[src/rtl/stage_mem_if.sv]
// Memory bus between the MEM pipeline stage (master) and the data memory (slave).
interface stage_mem_if;
  logic        mem_req;
  logic        mem_we;
  logic [31:0] mem_addr;
  logic [31:0] mem_wdata;
  logic [3:0]  mem_be;
  logic        mem_ack;
  logic [31:0] mem_rdata;

  modport master (
    output mem_req, mem_we, mem_addr, mem_wdata, mem_be,
    input  mem_ack, mem_rdata
  );

  modport slave (
    input  mem_req, mem_we, mem_addr, mem_wdata, mem_be,
    output mem_ack, mem_rdata
  );
endinterface

[src/rtl/stage_mem.sv]
// MEM pipeline stage: issues loads/stores on the bus, stalls until ack or timeout, registers writeback.
// Optional MEM_ALIGN_CHECK_EN rejects misaligned word accesses with an align_err pulse.
module stage_mem #(
  parameter int ACK_TIMEOUT = 15
) (
  input  logic               clk,
  input  logic               rst,
  input  logic [31:0]        alu_result,
  input  logic               wb_src,
  input  logic [4:0]         wb_reg_addr_in,
  input  logic [31:0]        mem_addr_in,
  input  logic [31:0]        mem_data_in,
  input  logic [1:0]         memwrite_opt,
  input  logic [1:0]         memread_opt,
  output logic               stall,
  stage_mem_if.master        bus,
  output logic               wb_en,
  output logic [4:0]         wb_reg_addr,
  output logic [31:0]        wb_data,
  output logic               bus_err,
  output logic               align_err
);

  typedef enum logic [1:0] {
    OPT_NONE = 2'd0,
    OPT_WORD = 2'd1,
    OPT_BYTE = 2'd2
  } mem_opt_e;

  typedef enum logic {
    S_IDLE,
    S_WAIT
  } state_e;

  localparam logic WB_SRC_MEM = 1'b1;
  localparam int   CNT_W      = (ACK_TIMEOUT > 1) ? $clog2(ACK_TIMEOUT) : 1;
  localparam logic [CNT_W-1:0] CNT_LAST = CNT_W'(ACK_TIMEOUT - 1);

  state_e           state_q, state_d;
  logic [CNT_W-1:0] count_q, count_d;
  logic             wb_en_q, wb_en_d;
  logic [4:0]       wb_reg_addr_q, wb_reg_addr_d;
  logic [31:0]      wb_data_q, wb_data_d;
  logic             bus_err_q, bus_err_d;

  logic        is_write, is_read, is_byte, mem_op;
  logic        align_fault, mem_go, done, timeout_hit;
  logic [1:0]  lane;
  logic [7:0]  rd_byte;
  logic [31:0] load_data;

  assign is_write = (memwrite_opt != OPT_NONE);
  assign is_read  = (memread_opt != OPT_NONE);
  assign mem_op   = is_write || is_read;
  assign is_byte  = is_write ? (memwrite_opt == OPT_BYTE) : (memread_opt == OPT_BYTE);
  assign lane     = mem_addr_in[1:0];

`ifdef MEM_ALIGN_CHECK_EN
  assign align_fault = mem_op && !is_byte && (lane != 2'b00);
`else
  assign align_fault = 1'b0;
`endif

  // A request only goes out while out of reset and not rejected for alignment.
  assign mem_go      = rst && mem_op && !align_fault;
  assign done        = mem_go && bus.mem_ack;
  assign timeout_hit = (state_q == S_WAIT) && (count_q == CNT_LAST) && !bus.mem_ack;
  assign stall       = mem_go && !bus.mem_ack && !timeout_hit;

  assign bus.mem_req   = mem_go;
  assign bus.mem_we    = mem_go && is_write;
  assign bus.mem_addr  = {mem_addr_in[31:2], 2'b00};
  assign bus.mem_wdata = is_byte ? {4{mem_data_in[7:0]}} : mem_data_in;
  assign bus.mem_be    = !mem_go ? 4'b0000 : (is_byte ? (4'b0001 << lane) : 4'b1111);

  assign rd_byte   = bus.mem_rdata[{lane, 3'b000} +: 8];
  assign load_data = is_byte ? {{24{rd_byte[7]}}, rd_byte} : bus.mem_rdata;

  always_comb begin
    // NOTE: every output of this block gets a default first so no path leaves a latch behind.
    state_d = state_q;
    count_d = '0;
    unique case (state_q)
      S_IDLE: if (mem_go && !bus.mem_ack) state_d = S_WAIT;
      S_WAIT: begin
        if (bus.mem_ack || timeout_hit) state_d = S_IDLE;
        else                            count_d = count_q + CNT_W'(1);
      end
      default: state_d = S_IDLE;
    endcase
  end

  always_comb begin
    wb_en_d       = 1'b0;
    wb_reg_addr_d = wb_reg_addr_q;
    wb_data_d     = wb_data_q;
    bus_err_d     = 1'b0;
    if (!mem_op) begin
      wb_en_d       = (wb_reg_addr_in != 5'd0);
      wb_reg_addr_d = wb_reg_addr_in;
      wb_data_d     = alu_result;
    end else if (done) begin
      if (is_read) begin
        wb_en_d       = (wb_reg_addr_in != 5'd0);
        wb_reg_addr_d = wb_reg_addr_in;
        wb_data_d     = (wb_src == WB_SRC_MEM) ? load_data : alu_result;
      end
    end else if (timeout_hit) begin
      bus_err_d = 1'b1;
    end
  end

  always_ff @(posedge clk) begin
    // NOTE: non-blocking assignments so every flop samples pre-edge values regardless of order.
    if (!rst) begin
      state_q       <= S_IDLE;
      count_q       <= '0;
      wb_en_q       <= 1'b0;
      wb_reg_addr_q <= 5'd0;
      wb_data_q     <= 32'd0;
      bus_err_q     <= 1'b0;
    end else begin
      state_q       <= state_d;
      count_q       <= count_d;
      wb_en_q       <= wb_en_d;
      wb_reg_addr_q <= wb_reg_addr_d;
      wb_data_q     <= wb_data_d;
      bus_err_q     <= bus_err_d;
    end
  end

  assign wb_en       = wb_en_q;
  assign wb_reg_addr = wb_reg_addr_q;
  assign wb_data     = wb_data_q;
  assign bus_err     = bus_err_q;

`ifdef MEM_ALIGN_CHECK_EN
  logic align_err_q, align_err_d;

  assign align_err_d = align_fault;

  always_ff @(posedge clk) begin
    if (!rst) align_err_q <= 1'b0;
    else      align_err_q <= align_err_d;
  end

  assign align_err = align_err_q;
`else
  assign align_err = 1'b0;
`endif

endmodule
[src/flat_wrapper.sv]
// flat-port wrapper written by rule: the top's interface ports become plain ports
module stage_mem_flat 
#(
  parameter int ACK_TIMEOUT = 15
)
  (clk, rst, alu_result, wb_src, wb_reg_addr_in, mem_addr_in, mem_data_in, memwrite_opt, memread_opt, stall, wb_en, wb_reg_addr, wb_data, bus_err, align_err, bus_mem_req, bus_mem_we, bus_mem_addr, bus_mem_wdata, bus_mem_be, bus_mem_ack, bus_mem_rdata);
  stage_mem_if bus_i ();
  input  logic clk;
  input  logic rst;
  input  logic [31:0] alu_result;
  input  logic wb_src;
  input  logic [4:0] wb_reg_addr_in;
  input  logic [31:0] mem_addr_in;
  input  logic [31:0] mem_data_in;
  input  logic [1:0] memwrite_opt;
  input  logic [1:0] memread_opt;
  output logic stall;
  output logic wb_en;
  output logic [4:0] wb_reg_addr;
  output logic [31:0] wb_data;
  output logic bus_err;
  output logic align_err;
  output wire logic [$bits(bus_i.mem_req)-1:0] bus_mem_req;
  output wire logic [$bits(bus_i.mem_we)-1:0] bus_mem_we;
  output wire logic [$bits(bus_i.mem_addr)-1:0] bus_mem_addr;
  output wire logic [$bits(bus_i.mem_wdata)-1:0] bus_mem_wdata;
  output wire logic [$bits(bus_i.mem_be)-1:0] bus_mem_be;
  input wire logic [$bits(bus_i.mem_ack)-1:0] bus_mem_ack;
  input wire logic [$bits(bus_i.mem_rdata)-1:0] bus_mem_rdata;
  assign bus_mem_req = bus_i.mem_req;
  assign bus_mem_we = bus_i.mem_we;
  assign bus_mem_addr = bus_i.mem_addr;
  assign bus_mem_wdata = bus_i.mem_wdata;
  assign bus_mem_be = bus_i.mem_be;
  assign bus_i.mem_ack = bus_mem_ack;
  assign bus_i.mem_rdata = bus_mem_rdata;
  stage_mem #(.ACK_TIMEOUT(ACK_TIMEOUT)) u_core (.clk(clk), .rst(rst), .alu_result(alu_result), .wb_src(wb_src), .wb_reg_addr_in(wb_reg_addr_in), .mem_addr_in(mem_addr_in), .mem_data_in(mem_data_in), .memwrite_opt(memwrite_opt), .memread_opt(memread_opt), .stall(stall), .bus(bus_i), .wb_en(wb_en), .wb_reg_addr(wb_reg_addr), .wb_data(wb_data), .bus_err(bus_err), .align_err(align_err));
endmodule
[config.mk]
export PLATFORM = sky130hd
export DESIGN_NAME = stage_mem_flat
export DESIGN_NICKNAME = d
export VERILOG_FILES = /design/src/rtl/stage_mem_if.sv /design/src/rtl/stage_mem.sv /design/src/flat_wrapper.sv
export SDC_FILE = /design/constraint.sdc
export NUM_CORES = 1
export LEC_CHECK = 0
export CAP_MARGIN = 5
export CORE_ASPECT_RATIO = 1.2
export CORE_MARGIN = 2
export CORE_UTILIZATION = 29
export CTS_BUF_LIST = sky130_fd_sc_hd__clkbuf_2 sky130_fd_sc_hd__clkbuf_4 sky130_fd_sc_hd__clkbuf_8
export DETAILED_ROUTE_END_ITERATION = 8
export PLACE_DENSITY_LB_ADDON = 0.2
export SLEW_MARGIN = 20
export SYNTH_ARGS = -nofsm -noshare
export SYNTH_HDL_FRONTEND = slang
export SYNTH_SLANG_ARGS = --single-unit
[constraint.sdc]
create_clock -name clk -period 2.8 [get_ports clk]
set_input_delay 0.84 -clock clk [delete_from_list [all_inputs] [get_ports clk]]
set_output_delay 0.84 -clock clk [all_outputs]
set_load 0.02 [all_outputs]
==> impl_metrics.py, run 1 <==
metrics = {
    "clock_tree": {
        "cts_hold_buffers": 0,
        "cts_buffer_depth": 2,
        "clkLatencyLatePin_ns": 0.30,
        "h-tree-depth": 2,
        "clkSinkCount": 44,
        "root_buffer": "clkbuf_8",
        "clk_pin_slew_ns": 0.08,
        "cts_tree": "built",
        "numCtsBuffers": 5,
    },
    "critical_path": {
        "cp.arrival_ns": 2.14,
        "crit_fanout": 6,
        "cp_common_cell": "buf_6",
        "slowest_delay_ns": 0.30,
        "critPathLaunch": "memread_opt[1]",
        "cp-start-kind": "input pin",
        "rr_startpoint": "u_core.count_q[0]",
        "cp.depth": 8,
        "cp_top_family": "buffers and inverters",
        "crit_chain": "buf_6, and2b_2, o21ai_4, buf_6, buf_16, buf_6, mux2_4, buf_6",
        "required_ns": 1.96,
        "worstSetupPathType": "in -> out",
        "cp-endpoint": "bus_mem_wdata[11]",
        "r2r-end": "u_core.count_q[2]",
        "crit_slowest_cell": "mux2_4",
        "r2r_slack_ns": 1.62,
        "crit_buf_inv": 5,
        "reg2reg_depth": 5,
        "critPathCaptureType": "output pin",
    },
    "floorplanning": {
        "core_sq_um": 9564,
        "die_x_um": 94.68,
        "initial_core_util_pct": 29.92,
        "fp.dieH_um": 112.8,
        "pin_count": 252,
        "rows": 39,
        "die_area_sq_um": 10680,
    },
    "timing": {
        "period_minus_slack_ns": 2.980,
        "fmax_ghz": 0.3355,
        "fin_crit_sh_pct": 106.4,
        "rsz0062_at_grt": "yes",
        "drv_slew": 0,
        "clock-skew-final_ns": 0.0002675,
        "hold_viol": 0,
        "setup_violations": 25,
        "setup_slack_ns": -0.1803,
    },
    "placement": {
        "gp_congestion": 0.8105,
        "dp.cells": 610,
        "place_hpwl_mm": 8.566,
        "place_area_sq_um": 4750,
        "portBuffers": 188,
    },
    "worst_hold_path": {
        "worstHoldPathType": "reg -> reg",
        "holdCritStartpoint": "u_core.wb_data[30]",
    },
    "routing": {
        "wl_met2_mm": 5.644,
        "ant_nets": 0,
        "drt_iter0_markers": 91,
        "routed_wl_mm": 11.31,
        "wl_met3_um": 954,
        "dr.max_layer_used": "met4",
        "drt-wirelength-per-cell_um": 17.75,
        "drt-met1-wl_mm": 4.382,
        "vias_per_cell": 4.901,
        "drtPass1Iterations": 4,
        "drcViolationCount": 0,
        "vias": 3122,
    },
    "global_routing": {
        "grt_pass1_vias": 3269,
        "grt_start_max_net_pins": 33,
        "gr-total-overflow": 0,
        "grt_antenna_before_repair": 2,
        "grtUsageTotal_pct": 20.99,
        "grt_pass1_wl_mm": 17.28,
    },
    "final_layout": {
        "num-nets-final": 655,
        "seq_area_sq_um": 880.8,
        "fill_cells": 924,
        "stdcell_count": 637,
        "syn_to_final_growth_pct": 81.11,
        "drive_gt1_share_pct": 26.95,
        "fin_area_sq_um": 5182,
        "multiInputGateArea_sq_um": 1647,
    },
    "flow_run": {
        "cap_viol_max_count": 0,
    },
    "synthesis": {
        "synth_area_per_cell_sq_um": 8.593,
        "yosys.area.top_type_share_pct": 30.78,
        "yosysWarnings": 0,
        "synth_seq_cells": 44,
        "synth_area_sq_um": 2861,
        "synth.area.top_cells": "dfxtp_1, mux2_2, buf_4, a211oi_1, o21ai_0",
        "syn_inst": 333,
        "yosysUniqueCellTypes": 41,
        "yosysTopAreaCell": "dfxtp_1",
        "yosysSeqAreaShare_pct": 30.78,
    },
    "run_status": {
        "failed_checks": "negative setup slack",
        "status": "finished, violations left",
    },
    "power_and_ir_drop": {
        "p_leak_nw": 2.059,
        "power.density_nw_per_um2": 365.1,
        "ir_worst_vdd_mv": 0.1722,
        "power.total_mw": 1.892,
    },
}
[sequential cells by signal, indices dropped and copies added, names as in the netlist]
signal and count:
u_core.state_q 1, u_core.count_q 4, u_core.bus_err 1, u_core.wb_reg_addr 5
u_core.wb_data 32, u_core.wb_en 1
[worst min-delay path by stage]
stage | depth (start not counted) | slack [ns] | end
after floorplan | 1 | 0.43 | u_core.count_q[0]
after global placement | 2 | 0.44 | u_core.wb_data[17]
after detailed placement | 2 | 0.44 | u_core.wb_data[17]
after CTS | 2 | 0.45 | u_core.wb_data[17]
after global routing | 2 | 0.46 | u_core.wb_data[17]
final | 2 | 0.45 | u_core.wb_data[30]
[power by group]
part | leakage, nW | total, mW | switching, mW | internal (mW)
logic | 1.65 | 0.774 | 0.333 | 0.441
registers | 0.360 | 0.680 | 0.0183 | 0.662
clock network | 0.0503 | 0.438 | 0.218 | 0.220
[Yosys cell counts]
cell type / instances
and2b_2: 1
nand3_1: 3
o221ai_1: 8
dlygate4sd1_1: 1
o21a_1: 4
clkbuf_1: 5
nand2b_1: 1
o31ai_1: 1
nand4b_1: 1
a22oi_1: 7
nand2_1: 26
xor2_1: 1
nand2_2: 2
mux4_2: 1
dfxtp_1: 44
ha_1: 2
buf_2: 11
or2_2: 7
conb_1: 1
clkbuf_2: 2
o211ai_1: 1
inv_1: 4
xnor2_1: 1
mux2i_1: 5
a21boi_4: 1
a21oi_1: 16
nor2_1: 10
o41ai_4: 1
and2_1: 1
nor4_1: 1
mux2_2: 31
buf_4: 42
nor2b_1: 6
o21ai_0: 27
o211a_1: 1
and2_4: 1
nor3_1: 1
or4_1: 2
a211oi_1: 25
buf_6: 3
o21ai_1: 24
[cells by family (layout without fill, tap and decap cells)]
| kind of cell | count (synthesis) | in the layout | synth area share (%) |
|---|---|---|---|
| AO/OA/AOI/OAI | 116 | 116 | 26.10 |
| buffers and inverters | 68 | 245 | 15.96 |
| AND/OR/NAND/NOR | 63 | 63 | 10.80 |
| flip-flops | 44 | 44 | 30.78 |
| multiplexers | 37 | 37 | 14.74 |
| adder cells (fa/ha/maj) | 2 | 2 | 0.8744 |
| XOR/XNOR | 2 | 2 | 0.6123 |
| other | 1 | 5 | 0.1311 |
[cell type report]
class	instances	share of cell area [%]
timing repair buffer	234	46.02
clock buffer	7	1.859
tap	123	2.970
antenna	2	0.09657
inverter	4	0.2897
sequential	44	17.00
multi-input combinational	223	31.77
[layout by cell type (no fill, tap or decap), types with 2 or more instances in the layout]
master | synthesis | final
dlygate4sd2_1 | 0 | 12
clkdlybuf4s15_2 | 0 | 2
mux2_4 | 0 | 24
nand3_1 | 3 | 3
clkdlybuf4s50_1 | 0 | 142
o221ai_1 | 8 | 7
nor2b_1 | 6 | 5
nand2_1 | 26 | 26
a22oi_1 | 7 | 7
o21ai_1 | 24 | 23
dfxtp_1 | 44 | 44
a21oi_1 | 16 | 16
buf_4 | 42 | 30
mux2_2 | 31 | 7
nor2_1 | 10 | 9
buf_6 | 3 | 40
buf_12 | 0 | 4
buf_16 | 0 | 2
a211oi_1 | 25 | 25
nand2_2 | 2 | 2
clkbuf_8 | 0 | 7
and2_4 | 1 | 2
diode_2 | 0 | 2
mux2i_1 | 5 | 5
conb_1 | 1 | 3
inv_2 | 0 | 2
o21ai_0 | 27 | 27
or2_2 | 7 | 7
o21a_1 | 4 | 4
inv_1 | 4 | 2
ha_1 | 2 | 2
or4_1 | 2 | 2
[timing repair]
action / 4_1_cts / 5_1_grt
resized for setup: 218 / 30
endpoints found under the setup margin: 39 / 30
setup buffers: 14 / 7
pin swaps: 2 / 3
gates cloned: 3 / 0
[metrics by stage]
stage	TNS (ns)	util, %	setup WS, ns	hold WS [ns]
after floorplan	0	-	0.02906	0.4300
after CTS	-3.954	53.48	-0.2499	0.4534
final	-3.031	54.19	-0.1803	0.4501
after global placement	-29.60	49.66	-0.8574	0.4352
after detailed placement	-30.45	49.66	-0.8942	0.4418
after global routing	-3.843	54.13	-0.2083	0.4644
[routing by layer]
metal  vias to the layer above  GRT usage (%)
li1                       1522              -
met1                      1418          23.94
met2                       149          36.36
met3                        33          6.391
met4                         0          8.019
met5                         -              0
[tightest hold or removal path: cells and delay by family (launching register included)]
| kind | cells | cell delay, ns |
|---|---|---|
| AOI/OAI and AO/OA | 1 | 0.05 |
| DFF | 1 | 0.31 |
| and+or+nand+nor | 1 | 0.05 |
Note: power is estimated with default switching activity, not from simulation.
==> inputs of run 2 (changes only) <==
Settings changed: CAP_MARGIN 5 to 20, SLEW_MARGIN 20 to 10.
==> results of run 2 <==
Final layout, timing and power as in run 1 (identical DEF).
==> inputs of run 3 (changes only) <==
Settings changed: GPL_ROUTABILITY_DRIVEN set to 1, SLEW_MARGIN 10 to 0, TNS_END_PERCENT set to 100.
==> results of run 3 <==
Final layout, timing and power as in run 1 (identical DEF).
